[src/rtl/rv_decode_pkg.sv]
// Shared opcode constants, op class enum and decoded entry payload.
package rv_decode_pkg;

  localparam int unsigned XLEN_MAX = 64;

  localparam logic [6:0] OPC_LOAD   = 7'b0000011;
  localparam logic [6:0] OPC_STORE  = 7'b0100011;
  localparam logic [6:0] OPC_BRANCH = 7'b1100011;
  localparam logic [6:0] OPC_JAL    = 7'b1101111;
  localparam logic [6:0] OPC_JALR   = 7'b1100111;
  localparam logic [6:0] OPC_OP     = 7'b0110011;
  localparam logic [6:0] OPC_OP_IMM = 7'b0010011;
  localparam logic [6:0] OPC_LUI    = 7'b0110111;
  localparam logic [6:0] OPC_AUIPC  = 7'b0010111;
  localparam logic [6:0] OPC_SYSTEM = 7'b1110011;

  // NONE is zero so a cleared entry reads as "no class".
  typedef enum logic [3:0] {
    CLS_NONE   = 4'd0,
    CLS_LOAD   = 4'd1,
    CLS_STORE  = 4'd2,
    CLS_BRANCH = 4'd3,
    CLS_JAL    = 4'd4,
    CLS_JALR   = 4'd5,
    CLS_OP     = 4'd6,
    CLS_OP_IMM = 4'd7,
    CLS_LUI    = 4'd8,
    CLS_AUIPC  = 4'd9,
    CLS_SYSTEM = 4'd10
  } op_class_e;

  // pc/imm are sized for the widest XLEN; narrower builds use the low bits.
  typedef struct packed {
    logic [XLEN_MAX-1:0] pc;
    op_class_e           cls;
    logic [XLEN_MAX-1:0] imm;
    logic [4:0]          rs1;
    logic [4:0]          rs2;
    logic [4:0]          rd;
    logic                rs1_valid;
    logic                rs2_valid;
    logic                rd_valid;
    logic [2:0]          funct3;
    logic [6:0]          funct7;
    logic                illegal;
  } decoded_t;

endpackage

[src/rtl/rv_decode_if.sv]
// Fetch-side and execute-side handshake bundle of the decode stage.
interface rv_decode_if #(parameter int unsigned XLEN = 32);
  import rv_decode_pkg::*;

  logic            in_valid;
  logic            in_ready;
  logic [31:0]     in_instruction;
  logic [XLEN-1:0] in_pc;

  logic            out_valid;
  logic            out_ready;
  logic [XLEN-1:0] out_pc;
  op_class_e       out_class;
  logic [XLEN-1:0] out_immediate;
  logic [4:0]      out_rs1;
  logic [4:0]      out_rs2;
  logic [4:0]      out_rd;
  logic            out_rs1_valid;
  logic            out_rs2_valid;
  logic            out_rd_valid;
  logic [2:0]      out_funct3;
  logic [6:0]      out_funct7;
  logic            out_illegal;

  // Surrounding pipeline: drives fetch data and downstream ready.
  modport master (
    output in_valid, in_instruction, in_pc, out_ready,
    input  in_ready, out_valid, out_pc, out_class, out_immediate,
           out_rs1, out_rs2, out_rd, out_rs1_valid, out_rs2_valid,
           out_rd_valid, out_funct3, out_funct7, out_illegal
  );

  // Decode stage.
  modport slave (
    input  in_valid, in_instruction, in_pc, out_ready,
    output in_ready, out_valid, out_pc, out_class, out_immediate,
           out_rs1, out_rs2, out_rd, out_rs1_valid, out_rs2_valid,
           out_rd_valid, out_funct3, out_funct7, out_illegal
  );

endinterface

[src/rtl/rv_decode_comb.sv]
// Pure combinational RV32I/RV64I decode of one instruction word.
module rv_decode_comb
  import rv_decode_pkg::*;
#(
  parameter int unsigned XLEN = 32
) (
  input  logic [31:0]     i_instruction,
  input  logic [XLEN-1:0] i_pc,
  output decoded_t        o_dec_c
);

  logic [6:0]          w_opcode;
  logic [2:0]          w_funct3;
  logic [6:0]          w_funct7;
  logic                w_rv64;
  logic [XLEN_MAX-1:0] w_imm_i;
  logic [XLEN_MAX-1:0] w_imm_s;
  logic [XLEN_MAX-1:0] w_imm_b;
  logic [XLEN_MAX-1:0] w_imm_u;
  logic [XLEN_MAX-1:0] w_imm_j;
  op_class_e           w_cls;
  logic [XLEN_MAX-1:0] w_imm;
  logic                w_ill;

  assign w_opcode = i_instruction[6:0];
  assign w_funct3 = i_instruction[14:12];
  assign w_funct7 = i_instruction[31:25];
  assign w_rv64   = (XLEN == 64);

  // Immediates sign-extended from bit 31 to the widest width.
  assign w_imm_i = {{52{i_instruction[31]}}, i_instruction[31:20]};
  assign w_imm_s = {{52{i_instruction[31]}}, i_instruction[31:25], i_instruction[11:7]};
  assign w_imm_b = {{52{i_instruction[31]}}, i_instruction[7], i_instruction[30:25],
                    i_instruction[11:8], 1'b0};
  assign w_imm_u = {{32{i_instruction[31]}}, i_instruction[31:12], 12'b0};
  assign w_imm_j = {{44{i_instruction[31]}}, i_instruction[19:12], i_instruction[20],
                    i_instruction[30:21], 1'b0};

  // Class, immediate selection and illegal-encoding detection.
  always_comb begin
    w_cls = CLS_NONE;
    w_imm = '0;
    w_ill = 1'b0;
    case (w_opcode)
      OPC_LOAD: begin
        w_cls = CLS_LOAD;
        w_imm = w_imm_i;
        w_ill = (w_funct3 == 3'd7) || (!w_rv64 && ((w_funct3 == 3'd3) || (w_funct3 == 3'd6)));
      end
      OPC_STORE: begin
        w_cls = CLS_STORE;
        w_imm = w_imm_s;
        w_ill = w_rv64 ? (w_funct3 >= 3'd4) : (w_funct3 >= 3'd3);
      end
      OPC_BRANCH: begin
        w_cls = CLS_BRANCH;
        w_imm = w_imm_b;
        w_ill = (w_funct3 == 3'd2) || (w_funct3 == 3'd3);
      end
      OPC_JAL: begin
        w_cls = CLS_JAL;
        w_imm = w_imm_j;
      end
      OPC_JALR: begin
        w_cls = CLS_JALR;
        w_imm = w_imm_i;
        w_ill = (w_funct3 != 3'd0);
      end
      OPC_OP: begin
        w_cls = CLS_OP;
        w_ill = !((w_funct7 == 7'h00) ||
                  ((w_funct7 == 7'h20) && ((w_funct3 == 3'd0) || (w_funct3 == 3'd5))));
      end
      OPC_OP_IMM: begin
        w_cls = CLS_OP_IMM;
        w_imm = w_imm_i;
      end
      OPC_LUI: begin
        w_cls = CLS_LUI;
        w_imm = w_imm_u;
      end
      OPC_AUIPC: begin
        w_cls = CLS_AUIPC;
        w_imm = w_imm_u;
      end
      OPC_SYSTEM: begin
        w_cls = CLS_SYSTEM;
        w_imm = w_imm_i;
      end
      default: w_ill = 1'b1;
    endcase
    if (i_instruction[1:0] != 2'b11) w_ill = 1'b1;
  end

  // Assemble the entry; illegal entries carry no class, immediate or field valids.
  always_comb begin
    o_dec_c         = '0;
    o_dec_c.pc      = XLEN_MAX'(i_pc);
    o_dec_c.rs1     = i_instruction[19:15];
    o_dec_c.rs2     = i_instruction[24:20];
    o_dec_c.rd      = i_instruction[11:7];
    o_dec_c.funct3  = w_funct3;
    o_dec_c.funct7  = w_funct7;
    o_dec_c.illegal = w_ill;
    if (!w_ill) begin
      o_dec_c.cls       = w_cls;
      o_dec_c.imm       = w_imm;
      o_dec_c.rs1_valid = w_cls inside {CLS_LOAD, CLS_STORE, CLS_BRANCH, CLS_JALR,
                                        CLS_OP, CLS_OP_IMM, CLS_SYSTEM};
      o_dec_c.rs2_valid = w_cls inside {CLS_STORE, CLS_BRANCH, CLS_OP};
      o_dec_c.rd_valid  = (i_instruction[11:7] != 5'd0) &&
                          (w_cls inside {CLS_LOAD, CLS_JAL, CLS_JALR, CLS_OP, CLS_OP_IMM,
                                         CLS_LUI, CLS_AUIPC, CLS_SYSTEM});
      if (w_cls == CLS_OP_IMM) begin
        if ((w_funct3 == 3'd1) || (w_funct3 == 3'd5)) begin
          // On RV64 bit 25 belongs to shamt, not funct7.
          o_dec_c.funct7 = w_rv64 ? {i_instruction[31:26], 1'b0} : w_funct7;
        end else begin
          o_dec_c.funct7 = 7'd0;
        end
      end
    end
  end

endmodule

[src/rtl/rv_decode_stage.sv]
// Registered decode stage: combinational decode feeding a two-entry skid buffer.
module rv_decode_stage
  import rv_decode_pkg::*;
#(
  parameter int unsigned XLEN = 32
) (
  input logic        clk,
  input logic        rst,
  input logic        flush,
  rv_decode_if.slave bus
);

  localparam logic [1:0] ST_EMPTY = 2'b00;
  localparam logic [1:0] ST_ONE   = 2'b01;
  localparam logic [1:0] ST_TWO   = 2'b10;

  logic [1:0] r_state;
  logic [1:0] w_state_nxt;
  decoded_t   r_main;
  decoded_t   r_skid;
  decoded_t   w_main_nxt;
  decoded_t   w_skid_nxt;
  decoded_t   w_dec;
  logic       r_out_valid;
  logic       r_in_ready;
  logic       w_accept;
  logic       w_drain;
  logic       w_unused_hi;

  rv_decode_comb #(.XLEN(XLEN)) u_comb (
    .i_instruction (bus.in_instruction),
    .i_pc          (bus.in_pc),
    .o_dec_c       (w_dec)
  );

  assign w_accept = bus.in_valid & r_in_ready;
  assign w_drain  = r_out_valid & bus.out_ready;

  // Next-state and entry movement; main entry always feeds the outputs.
  always_comb begin
    w_state_nxt = r_state;
    w_main_nxt  = r_main;
    w_skid_nxt  = r_skid;
    case (r_state)
      ST_EMPTY: begin
        if (w_accept) begin
          w_state_nxt = ST_ONE;
          w_main_nxt  = w_dec;
        end
      end
      ST_ONE: begin
        if (w_accept && w_drain) begin
          w_main_nxt = w_dec;
        end else if (w_accept) begin
          w_state_nxt = ST_TWO;
          w_skid_nxt  = w_dec;
        end else if (w_drain) begin
          w_state_nxt = ST_EMPTY;
        end
      end
      ST_TWO: begin
        if (w_drain) begin
          w_state_nxt = ST_ONE;
          w_main_nxt  = r_skid;
        end
      end
      default: w_state_nxt = ST_EMPTY;
    endcase
    if (flush) begin
      w_state_nxt = ST_EMPTY;
      w_main_nxt  = '0;
      w_skid_nxt  = '0;
    end
  end

  // State, entries and registered handshake flags.
  always_ff @(posedge clk) begin
    if (rst) begin
      r_state     <= ST_EMPTY;
      r_main      <= '0;
      r_skid      <= '0;
      r_out_valid <= 1'b0;
      r_in_ready  <= 1'b1;
    end else begin
      r_state     <= w_state_nxt;
      r_main      <= w_main_nxt;
      r_skid      <= w_skid_nxt;
      r_out_valid <= (w_state_nxt != ST_EMPTY);
      r_in_ready  <= (w_state_nxt != ST_TWO);
    end
  end

  assign bus.in_ready      = r_in_ready;
  assign bus.out_valid     = r_out_valid;
  assign bus.out_pc        = r_main.pc[XLEN-1:0];
  assign bus.out_class     = r_main.cls;
  assign bus.out_immediate = r_main.imm[XLEN-1:0];
  assign bus.out_rs1       = r_main.rs1;
  assign bus.out_rs2       = r_main.rs2;
  assign bus.out_rd        = r_main.rd;
  assign bus.out_rs1_valid = r_main.rs1_valid;
  assign bus.out_rs2_valid = r_main.rs2_valid;
  assign bus.out_rd_valid  = r_main.rd_valid;
  assign bus.out_funct3    = r_main.funct3;
  assign bus.out_funct7    = r_main.funct7;
  assign bus.out_illegal   = r_main.illegal;

  // pc/imm bits above XLEN are dropped on purpose.
  assign w_unused_hi = ^{r_main.pc, r_main.imm};

endmodule

[src/flat_wrapper.sv]
// flat-port wrapper written by rule: the top's interface ports become plain ports
module rv_decode_stage_flat import rv_decode_pkg::*;
#(
  parameter int unsigned XLEN = 32
)
  (clk, rst, flush, bus_in_valid, bus_in_instruction, bus_in_pc, bus_out_ready, bus_in_ready, bus_out_valid, bus_out_pc, bus_out_class, bus_out_immediate, bus_out_rs1, bus_out_rs2, bus_out_rd, bus_out_rs1_valid, bus_out_rs2_valid, bus_out_rd_valid, bus_out_funct3, bus_out_funct7, bus_out_illegal);
  rv_decode_if #(.XLEN(XLEN)) bus_i ();
  input logic clk;
  input logic rst;
  input logic flush;
  input wire logic [$bits(bus_i.in_valid)-1:0] bus_in_valid;
  input wire logic [$bits(bus_i.in_instruction)-1:0] bus_in_instruction;
  input wire logic [$bits(bus_i.in_pc)-1:0] bus_in_pc;
  input wire logic [$bits(bus_i.out_ready)-1:0] bus_out_ready;
  output wire logic [$bits(bus_i.in_ready)-1:0] bus_in_ready;
  output wire logic [$bits(bus_i.out_valid)-1:0] bus_out_valid;
  output wire logic [$bits(bus_i.out_pc)-1:0] bus_out_pc;
  output wire logic [$bits(bus_i.out_class)-1:0] bus_out_class;
  output wire logic [$bits(bus_i.out_immediate)-1:0] bus_out_immediate;
  output wire logic [$bits(bus_i.out_rs1)-1:0] bus_out_rs1;
  output wire logic [$bits(bus_i.out_rs2)-1:0] bus_out_rs2;
  output wire logic [$bits(bus_i.out_rd)-1:0] bus_out_rd;
  output wire logic [$bits(bus_i.out_rs1_valid)-1:0] bus_out_rs1_valid;
  output wire logic [$bits(bus_i.out_rs2_valid)-1:0] bus_out_rs2_valid;
  output wire logic [$bits(bus_i.out_rd_valid)-1:0] bus_out_rd_valid;
  output wire logic [$bits(bus_i.out_funct3)-1:0] bus_out_funct3;
  output wire logic [$bits(bus_i.out_funct7)-1:0] bus_out_funct7;
  output wire logic [$bits(bus_i.out_illegal)-1:0] bus_out_illegal;
  assign bus_i.in_valid = bus_in_valid;
  assign bus_i.in_instruction = bus_in_instruction;
  assign bus_i.in_pc = bus_in_pc;
  assign bus_i.out_ready = bus_out_ready;
  assign bus_in_ready = bus_i.in_ready;
  assign bus_out_valid = bus_i.out_valid;
  assign bus_out_pc = bus_i.out_pc;
  assign bus_out_class = bus_i.out_class;
  assign bus_out_immediate = bus_i.out_immediate;
  assign bus_out_rs1 = bus_i.out_rs1;
  assign bus_out_rs2 = bus_i.out_rs2;
  assign bus_out_rd = bus_i.out_rd;
  assign bus_out_rs1_valid = bus_i.out_rs1_valid;
  assign bus_out_rs2_valid = bus_i.out_rs2_valid;
  assign bus_out_rd_valid = bus_i.out_rd_valid;
  assign bus_out_funct3 = bus_i.out_funct3;
  assign bus_out_funct7 = bus_i.out_funct7;
  assign bus_out_illegal = bus_i.out_illegal;
  rv_decode_stage #(.XLEN(XLEN)) u_core (.clk(clk), .rst(rst), .flush(flush), .bus(bus_i));
endmodule
[config.mk]
export PLATFORM = sky130hd
export DESIGN_NAME = rv_decode_stage_flat
export DESIGN_NICKNAME = d
export VERILOG_FILES = /design/src/rtl/rv_decode_pkg.sv /design/src/rtl/rv_decode_if.sv /design/src/rtl/rv_decode_comb.sv /design/src/rtl/rv_decode_stage.sv /design/src/flat_wrapper.sv
export SDC_FILE = /design/constraint.sdc
export NUM_CORES = 1
export LEC_CHECK = 0
export ABC_CLOCK_PERIOD_IN_PS = 6450
export CAP_MARGIN = 20
export CORE_MARGIN = 5
export CORE_UTILIZATION = 50
export DETAILED_ROUTE_END_ITERATION = 10
export PLACE_DENSITY = 0.78
export SETUP_SLACK_MARGIN = 0.2
export SLEW_MARGIN = 10
export SYNTH_ARGS = -nofsm -noshare
export SYNTH_HDL_FRONTEND = slang
export SYNTH_SLANG_ARGS = --single-unit
[constraint.sdc]
create_clock -name clk -period 6.45 [get_ports clk]
set_input_delay 1.935 -clock clk [delete_from_list [all_inputs] [get_ports clk]]
set_output_delay 1.935 -clock clk [all_outputs]
set_load 0.05 [all_outputs]
==> flow_metrics.env <==
export IMPL_synth_top_cell_by_area="dfxtp_1"
export IMPL_cts_max_level=4
export IMPL_cts_root_buffer_cell="clkbuf_16"
export IMPL_fin_total_pwr_uw=2798
export IMPL_ys_warnings_count=0
export IMPL_ios=168
export IMPL_cp_max_fo=89
export IMPL_clock_sinks=198
export IMPL_cts_resized=0
export IMPL_grt_antenna_before_repair=0
export IMPL_dpl_hpwl_um=15650
export IMPL_cpPeakStageDelay_ns=0.71
export IMPL_die_w_um=138.4
export IMPL_synthDistinctLibCells=57
export IMPL_end_kind="flop"
export IMPL_drv_cap=0
export IMPL_rrSetupSlack_ns=3.63
export IMPL_wl_per_cell_um=17.65
export IMPL_nets=1210
export IMPL_max_vdd_ir_drop_mv=0.1953
export IMPL_power_leakage_uw=0.003689
export IMPL_cts_buffers=17
export IMPL_clkSlewWorstSetupHoldPaths_ns=0.06
export IMPL_status="completed"
export IMPL_synth_fp_nets=1103
export IMPL_crit_chain="clkdlybuf4s50_1, a21boi_0, nor3_1, a21o_4, buf_12, nor2_1, a311oi_1"
export IMPL_core_mm2=0.01635
export IMPL_start_util=0.5042
export IMPL_power_density_mw_per_mm2=263.6
export IMPL_via_per_inst=5.743
export IMPL_tritoncts="built"
export IMPL_cts_setup_buffers=0
export IMPL_fin_tns_setup_ns=0
export IMPL_vias=7885
export IMPL_grt_usage=0.2489
export IMPL_port_buffers=167
export IMPL_synth_seq_area_share=0.4809
export IMPL_cp_data_required_time_ns=6.77
export IMPL_ant_nets=0
export IMPL_hp_class="reg2reg"
export IMPL_grt_max_degree=90
export IMPL_tightest_slew_ns=0.8870
export IMPL_clock_latency_ns=0.43
export IMPL_finalSetupViolCount=0
export IMPL_die_area_mm2=0.01915
export IMPL_grt_pass1_vias=7617
export IMPL_slowest_stage="a21o_4"
export IMPL_wl_um=24240
export IMPL_rows=47
export IMPL_drive_above_1_share=0.05724
export IMPL_postSynthCellCount=1034
export IMPL_grt_pass1_wl_um=39870
export IMPL_netlist_area_leader_share=0.4809
export IMPL_fin_skew_ns=0.008721
export IMPL_drtIter0Drc=647
export IMPL_netlist_area_mm2=0.008243
export IMPL_overflow=0
export IMPL_fin_crit_sh=0.6884
export IMPL_start_kind="primary input"
export IMPL_antenna_diode_count=0
export IMPL_rsz0062_at_grt="no"
export IMPL_hold_buffers=0
export IMPL_cp_data_arrival_time_ns=4.76
export IMPL_max_freq_mhz=225.2
export IMPL_synth_seq_cells=198
export IMPL_synthTopCellsByArea="dfxtp_1, nand2_1, a21oi_1, a311oi_1, nor2_1"
export IMPL_place_congestion=0.9634
export IMPL_fin_crit_ns=4.440
export IMPL_die_height_um=138.4
export IMPL_slew_headroom=0.4086
export IMPL_syn2layout_area_growth_pct=28.79
export IMPL_drcViolationCount=0
export IMPL_clock_path_buffers=2
export IMPL_syn_area_per_cell_um2=7.972
export IMPL_critPathKind="in2reg"
export IMPL_hold_viol=0
export IMPL_drt_pass1_iter_count=5
export IMPL_maxSlewViolCount=0
placed cells by master (no fill, tap or decap), drive strengths merged, types with 5 or more instances in the layout:
| cell | instances |
|---|---|
| nand2 | 240 |
| dfxtp | 198 |
| clkdlybuf4s50 | 167 |
| a21oi | 131 |
| nor2 | 97 |
| o21ai | 82 |
| a311oi | 51 |
| clkbuf | 24 |
| a221oi | 17 |
| nand2b | 17 |
| a22o | 13 |
| a22oi | 12 |
| buf | 11 |
| and2 | 10 |
| or3 | 8 |
| o211ai | 7 |
| nor3 | 6 |
| or2 | 5 |
final timing paths:
| path | end | cells past startpoint | from |
|---|---|---|---|
| hold reg to reg | u_core.r_skid[22] | 2 | u_core.r_skid[22] |
| hold / removal | u_core.r_skid[22] | 2 | u_core.r_skid[22] |
| setup / recovery | u_core.bus.out_pc[19] | 7 | bus_out_ready |
| setup reg to reg | u_core.bus.out_pc[19] | 6 | u_core.r_state[0] |
cell type report:
type	count	area [um^2]
tap	220	275.3
inverter	4	15.01
sequential	198	3964
clock inverter	7	142.6
timing repair buffer	178	1787
clock buffer	24	491.7
fill	1438	5732
multi-input combinational	742	3941
Yosys cell counts (all sizes together):
library cell and number:
nand2 240, dfxtp 198, a21oi 131, nor2 97, o21ai 82, clkbuf 72
a311oi 51, buf 18, a221oi 17, nand2b 17, a22o 13, a22oi 12
and2 10, or3 8, o211ai 7, nor3 6, or2 5, a31oi 4
inv 4, nor2b 4, and3 3, nand3 3, nor4 3, o211a 3
o41ai 3, a211oi 2, a21boi 2, a21o 2, nor3b 2, a2111oi 1
a211o 1, a32oi 1, a41oi 1, and3b 1, and4 1, and4bb 1
mux2i 1, nand3b 1, nand4b 1, o21bai 1, o22a 1, o22ai 1
or4 1, xor2 1
cells by family after synthesis:
kind of cell | synth area share
muxes | 0.001214
and+or+nand+nor | 0.2098
xor gates and xnor gates | 0.001063
DFF | 0.4809
buffers and inverters | 0.04721
AOI/OAI and AO/OA | 0.2599
power breakdown:
| group | switching [uW] | internal (uW) |
|---|---|---|
| Clock | 440 | 689 |
| Combinational | 260 | 135 |
| Sequential | 18.9 | 1260 |
through the flow:
step,worst slack (ns),hold WS [ns],instances,cell area (um^2),utilization
2_1_floorplan,2.853,0.4254,1034,8243,-
3_3_place_gp,1.688,0.4357,1341,9955,0.6089
3_5_place_dp,1.627,0.4434,1341,9955,0.6089
4_1_cts,2.029,0.4552,1372,10590,0.6477
5_1_grt,1.806,0.4673,1373,10620,0.6494
6_report,2.010,0.4544,1373,10620,0.6494
worst max-delay path, delay by kind of cell:
kind	cells	cell delay, ns
and+or+nand+nor	2	0.72
buffers and inverters	2	0.84
AOI/OAI and AO/OA	3	1.18
metal layers:
metal,GRT usage,part of all wire,up-vias
met3,0.05214,0.080,47
met1,0.3420,0.44,3690
met5,0,0,-
met4,0.08372,0.027,0
li1,-,-,3825
met2,0.3923,0.46,323
state kept, by name, indices dropped and copies added (netlist names):
signal / cells
u_core.bus.in_ready: 1
u_core.bus.out_class: 4
u_core.bus.out_funct3: 3
u_core.bus.out_funct7: 7
u_core.bus.out_illegal: 1
u_core.bus.out_immediate: 32
u_core.bus.out_pc: 32
u_core.bus.out_rd: 5
u_core.bus.out_rd_valid: 1
u_core.bus.out_rs1: 5
u_core.bus.out_rs1_valid: 1
u_core.bus.out_rs2: 5
u_core.bus.out_rs2_valid: 1
u_core.bus.out_valid: 1
u_core.r_skid: 97
u_core.r_state: 2
(Power assumes the default switching activity.)
